==> config.mk <==
export PLATFORM = sky130hd
export DESIGN_NAME = regs_file_mp
export DESIGN_NICKNAME = d
export VERILOG_FILES = /design/src/rtl/regs_file_mp_pkg.sv /design/src/rtl/regs_file_bypass.sv /design/src/rtl/regs_file_mp.sv
export SDC_FILE = /design/constraint.sdc
export NUM_CORES = 2
export LEC_CHECK = 0
export CORE_MARGIN = 2
export CORE_UTILIZATION = 59
export DETAILED_ROUTE_END_ITERATION = 10
export DONT_BUFFER_PORTS = 1
export PLACE_DENSITY = 0.9
export SLEW_MARGIN = 10
export SYNTH_ARGS = -nofsm -noshare
export SYNTH_HDL_FRONTEND = slang
export SYNTH_HIERARCHICAL = 1
export SYNTH_SLANG_ARGS = --single-unit
==> constraint.sdc <==
create_clock -name clock -period 2.4 [get_ports clock]
set_clock_uncertainty 0.1 [all_clocks]
set_input_delay 0.12 -clock clock [delete_from_list [all_inputs] [get_ports clock]]
set_output_delay 0.12 -clock clock [all_outputs]
set_load 0.01 [all_outputs]
==> src/rtl/regs_file_mp_pkg.sv <==
// regs_file_mp_pkg: FSM state type and default sizing shared by the multi-port register file.
package regs_file_mp_pkg;
    typedef enum logic {INIT, RUN} state_e;
    localparam int DEF_DATA_W = 32;
    localparam int DEF_NREGS  = 32;
    localparam int DEF_NREAD  = 2;
endpackage

==> src/rtl/regs_file_bypass.sv <==
// regs_file_bypass: one read port; forwards same-cycle writes, zeroes register 0 and INIT reads,
// and masks the pending-producer flag when the producer is writing back right now.
module regs_file_bypass #(
    parameter int DATA_W = 32,
    parameter int ADDR_W = 5
) (
    input  logic              run,
    input  logic [ADDR_W-1:0] raddr,
    input  logic              wen0,
    input  logic [ADDR_W-1:0] waddr0,
    input  logic [DATA_W-1:0] wdata0,
    input  logic              wen1,
    input  logic [ADDR_W-1:0] waddr1,
    input  logic [DATA_W-1:0] wdata1,
    input  logic [DATA_W-1:0] mem_rd,
    input  logic              busy_rd,
    output logic [DATA_W-1:0] rdata,
    output logic              rbusy
);
    logic hit0, hit1;
    // wen0/wen1 arrive already qualified with RUN and a nonzero address
    always_comb begin
        hit0  = wen0 && (waddr0 == raddr);
        hit1  = wen1 && (waddr1 == raddr);
        rdata = (!run || raddr == '0) ? '0 : hit1 ? wdata1 : hit0 ? wdata0 : mem_rd;
        rbusy = run && busy_rd && !(hit0 || hit1);
    end
endmodule

==> src/rtl/regs_file_mp.sv <==
// regs_file_mp: two-write, NREAD-read register file with write bypass, per-register busy
// scoreboard and a one-register-per-cycle clearing sweep after reset.
module regs_file_mp
    import regs_file_mp_pkg::*;
#(
    parameter int DATA_W = DEF_DATA_W,
    parameter int NREGS  = DEF_NREGS,
    parameter int NREAD  = DEF_NREAD
) (
    input  logic                      clock,
    input  logic                      reset,
    input  logic                      we0,
    input  logic                      we1,
    input  logic [$clog2(NREGS)-1:0]  waddr0,
    input  logic [$clog2(NREGS)-1:0]  waddr1,
    input  logic [DATA_W-1:0]         wdata0,
    input  logic [DATA_W-1:0]         wdata1,
    input  logic [NREAD*$clog2(NREGS)-1:0] raddr,
    output logic [NREAD*DATA_W-1:0]   rdata,
    input  logic                      busy_set,
    input  logic [$clog2(NREGS)-1:0]  busy_addr,
    output logic [NREAD-1:0]          rbusy,
    output logic                      ready
);
    localparam int ADDR_W = $clog2(NREGS);

    state_e              state_q, state_d;
    logic [ADDR_W-1:0]   cnt_q, cnt_d;
    logic [DATA_W-1:0]   mem_q [NREGS];
    logic [DATA_W-1:0]   mem_d [NREGS];
    logic [NREGS-1:0]    busy_q, busy_d;
    logic                ready_q, ready_d;
    logic                run, wen0, wen1, set_en;

    always_comb begin
        run     = state_q == RUN;
        wen0    = run && we0 && (waddr0 != '0);
        wen1    = run && we1 && (waddr1 != '0);
        set_en  = run && busy_set && (busy_addr != '0);
        state_d = state_q;
        cnt_d   = cnt_q;
        mem_d   = mem_q;
        busy_d  = busy_q;
        if (!run) begin
            mem_d[cnt_q] = '0;
            cnt_d        = cnt_q + 1'b1;
            state_d      = (cnt_q == ADDR_W'(NREGS - 1)) ? RUN : INIT;
        end else begin
            if (wen0) begin
                mem_d[waddr0]  = wdata0;
                busy_d[waddr0] = 1'b0;
            end
            // port 1 applied last so it wins a same-address collision
            if (wen1) begin
                mem_d[waddr1]  = wdata1;
                busy_d[waddr1] = 1'b0;
            end
            if (set_en) busy_d[busy_addr] = 1'b1;
        end
        ready_d = state_d == RUN;
    end

    always_ff @(posedge clock) begin
        mem_q <= mem_d;
        if (reset) begin
            state_q <= INIT;
            cnt_q   <= '0;
            busy_q  <= '0;
            ready_q <= 1'b0;
        end else begin
            state_q <= state_d;
            cnt_q   <= cnt_d;
            busy_q  <= busy_d;
            ready_q <= ready_d;
        end
    end

    assign ready = ready_q;

    for (genvar g = 0; g < NREAD; g++) begin : g_rd
        regs_file_bypass #(.DATA_W(DATA_W), .ADDR_W(ADDR_W)) u_byp (
            .run    (run),
            .raddr  (raddr[g*ADDR_W +: ADDR_W]),
            .wen0   (wen0),
            .waddr0 (waddr0),
            .wdata0 (wdata0),
            .wen1   (wen1),
            .waddr1 (waddr1),
            .wdata1 (wdata1),
            .mem_rd (mem_q[raddr[g*ADDR_W +: ADDR_W]]),
            .busy_rd(busy_q[raddr[g*ADDR_W +: ADDR_W]]),
            .rdata  (rdata[g*DATA_W +: DATA_W]),
            .rbusy  (rbusy[g])
        );
    end
endmodule

==> results.toml, run 1 <==
[logic_synthesis]
synth_area_leaders = "dfxtp_1, mux2i_1, o21ai_0"
yosys.area.top_type_share = 0.294
syn_nets = 9199
ys.flop_type = "dfxtp_1"
ys_seq_area_frac = 0.294
synth-edff-count = 0
async_reset_ff_frac = 0
yosysTopAreaCell = "dfxtp_1"
avgSynthCellArea_um2 = 7.95
ys_ff_latch = 1062
syn_area_um2 = 72400
syn_inst = 9100
synth_cell_types = 71
yosys_warnings = 6

[die]
rows = 128
die_h_um = 354
die_w_um = 354
start_util = 0.594
boundaryPins = 161

[status]
firstError = "[ERROR GRT-0116] Global routing finished with congestion. Check the congestion regions in the DRC Viewer."
outcome = "stopped before the end"
failing_step = "global routing (5_1_grt)"

[placement]
dp_cells = 10200
port_buffers = 0
dp_slack_ps = -117
place_congestion = 1.10
dp_hpwl_um = 206000

[cts]
cts_buffers = 111
cts.path.max_buffers = 3
cts_root_buf = "clkbuf_16"
cts.sinks = 1062
htreeDepth = 3

[global_route]
grt_usage = 0.795
grt_pass1_wl_um = 753000
overflow = 424
grt_pass1_vias = 104000
grt_start_max_net_pins = 533
==> cell usage after synthesis, drive strengths merged, types with 21 or more instances <==
cell type / count
o21ai: 1812
a21oi: 1097
mux2i: 1082
dfxtp: 1062
o2bb2ai: 875
clkbuf: 774
buf: 354
nand2: 305
nand3: 267
o31ai: 232
a22oi: 215
a31oi: 164
nor2: 162
a22o: 132
or2: 96
nor3: 81
nand2b: 79
a21o: 51
nor2b: 45
a21boi: 30
a211oi: 26
xnor2: 21
==> cell families after synthesis <==
kind of cell | synth area share
mux | 0.150
flops | 0.294
compound gates | 0.410
buf+inv | 0.0665
fa+ha+maj | 0.000865
simple gates | 0.0768
xor+xnor | 0.00278
==> through the flow <==
| step | instance area (um^2) | TNS, ps | utilization |
|---|---|---|---|
| after CTS | 84600 | -15200 | 0.695 |
| after detailed placement | 76700 | -565 | 0.630 |
| after global placement | 76700 | -683 | 0.630 |
| after floorplan | 72400 | 0 | - |
==> per-layer routing <==
metal  GRT usage  GRT overflow
met2       0.866           110
met3       0.774            58
met4       0.745           182
met5       0.599            11
met1       0.785            63
==> repair_timing <==
action | 4_1_cts
setup buffers | 28
endpoints found under the hold margin | 1030
pin swaps | 132
setup endpoints to repair | 67
cloned | 6
gates resized for setup | 457
hold buffers | 130
==> inputs of run 2 (changes only) <==
Settings changed: CORE_UTILIZATION 59 to 40, PLACE_DENSITY 0.9 to not set, PLACE_DENSITY_LB_ADDON set to 0.15.
Clock period 2.4 ns to 3.1 ns, I/O delays scaled along.
==> run 2 against run 1 <==
  * The flow now finishes, with violations (slew limit, setup timing)
  * Synthesized cell count did not move
  * Synthesized area did not move
==> results.toml, run 2 <==
[logic_synthesis]
synth_area_leaders = "dfxtp_1, mux2i_1, o21ai_0"
synth_cell_types = 71
yosys.area.top_type_share = 0.294
syn_area_um2 = 72400
syn_inst = 9100
yosysMostFrequentCell = "o21ai_0"
yosys_warnings = 6
yosys-top-cells-count = "o21ai_0, a21oi_1, mux2i_1"
yosysTopAreaCell = "dfxtp_1"
ys.flop_type = "dfxtp_1"
async_reset_ff_frac = 0
ys_seq_area_frac = 0.294
synth-edff-count = 0
avgSynthCellArea_um2 = 7.95
ys_ff_latch = 1062
syn_nets = 9199

[die]
core_um2 = 180000
start_util = 0.402
boundaryPins = 161
die_w_um = 429
die_area_um2 = 184000
die_h_um = 429
rows = 156

[hold_path]
whs_path_depth = 4
hold_path.class = "in -> reg"

[cts]
cts.path.max_buffers = 3
htreeDepth = 4
path_clk_slew_ps = 60
cts_buffers = 132
cts.sinks = 1062
insertion_delay_ps = 820
cts_root_buf = "clkbuf_16"
cts_tree = "yes"

[cells_and_area]
nets = 8789
regMostFlops = "mem_q"
final_common_cell = "o21ai_0"
drive_above_1_share = 0.115
largest_register_ffs = 1024
utilization = 0.461
syn2layout_area_growth_pct = 14.9
reg.largest.list = "mem_q x1024, busy_q x32, cnt_q x5"
final_cell_mix = "o21ai_0, a21oi_1, mux2i_1"

[timing]
hold_viol = 0
max_freq_ghz = 0.262
finalWorstSetupSlack_ps = -721
drv_slew = 431
holdWs_ps = 7.09
finalCritPeriodShare = 1.23
setup-violations-final = 37
finalCriticalPeriod_ps = 3820
tightest_slew_ps = 2760
slew_headroom = -0.840

[setup_path]
crit_required_ps = 2840
crit_type = "in -> out"
end_kind = "output pin"
startpoint_type = "input pin"
worstPathArrival_ps = 3570
critPathMaxFanout = 532
rr_worst_depth = 7

[global_route]
top_usage_layer = "met2"
grt_start_max_net_pins = 533
grtUsageMet2 = 0.597
overflow = 0
grt_usage = 0.408
grt_pass1_wl_um = 559000
grt_pass1_vias = 75700
antenna_found_initial = 43
grtUsageMet3 = 0.141
met1_usage = 0.497

[placement]
port_buffers = 0
dp_slack_ps = 187
dp_hpwl_um = 224000
place_congestion = 1.01

[power_and_ir_drop]
ir_worst_vdd_mv = 0.577
fin_total_pwr_mw = 34.3
p_leak_nw = 26.3
cellPowerDensity_nw_per_um2 = 413

[detailed_routing]
ant_nets = 0
wl_per_cell_um = 35.5
avgViaCountPerCell = 7.29
routed_wirelength_um = 398000
first_pass_iters = 7
vias = 81700
dr.first_iter.drc_count = 12400
drc = 0

[status]
violations = "slew limit, setup timing"
outcome = "finished with violations"

[job]
cap_violations = 0
run 2: where the power goes:
group	switching (mW)	leakage (nW)	internal, mW
registers	0.0708	8.56	13.7
clock network	6.88	2.20	9.58
logic	2.72	15.5	1.36
run 2: final timing paths:
kind                         to               start  slack [ps]
max reg2reg   mem_q[70]$_DFF_P_    ready$_SDFF_PP0_          10
min          mem_q[885]$_DFF_P_           waddr1[2]           7
min reg2reg  mem_q[895]$_DFF_P_  mem_q[895]$_DFF_P_         370
max                   rdata[13]            raddr[1]        -720
run 2: area by class of cell:
type | count | area, um^2
Fill cell | 17300 | 97000
Multi-Input combinational cell | 6903 | 47300
Sequential cell | 1062 | 21300
Timing Repair Buffer | 587 | 7020
Clock buffer | 203 | 4010
Tap cell | 2370 | 2970
Clock inverter | 36 | 444
Antenna cell | 49 | 123
Inverter | 4 | 15.0
run 2: metal layers:
layer | wire length [um] | up-vias | share of wire
met1 | 145000 | 39500 | 0.37
met4 | 33600 | 16 | 0.084
met5 | 125 | - | 0.00031
met3 | 53800 | 1807 | 0.14
met2 | 165000 | 6560 | 0.41
li1 | - | 33900 | -
run 2: timing repair:
item                                    4_1_cts  5_1_grt
setup buffers                                 0        1
endpoints found under the hold margin      1030       17
hold buffers                                205        3
pin swaps                                     6       26
endpoints found under the setup margin       52       70
resized for setup                            36       88
gates cloned                                  0        8
run 2: cell families (layout without fill, tap and decap cells):
group                      count (synthesis)  after routing  share of synthesized area
and+or+nand+nor                         1116           1117                     0.0768
AOI/OAI and AO/OA                       4676           4676                      0.410
adders and majority gates                  5              5                   0.000865
DFF                                     1062           1062                      0.294
muxes                                   1082           1082                      0.150
other                                      0             49                          0
xor gates and xnor gates                  23             23                    0.00278
buffers and inverters                   1136            830                     0.0665
run 2: critical path: stages:
cell     delay (ps)
mux2i_1         800
a22o_1          220
nor3_1           60
a31oi_1         390
nand3_1         350
o21ai_0         220
a31oi_2         170
run 2: stage by stage:
step                      cell area [um^2]  cells  TNS, ps
final                                83100  11200    -9650
after global routing                 83000  11200    -25.5
after CTS                            82300  11100    -59.2
after detailed placement             75100  10700        0
after global placement               75100  10700        0
after floorplan                      72400   9100        0
Note: power is estimated with default switching activity, not from simulation.
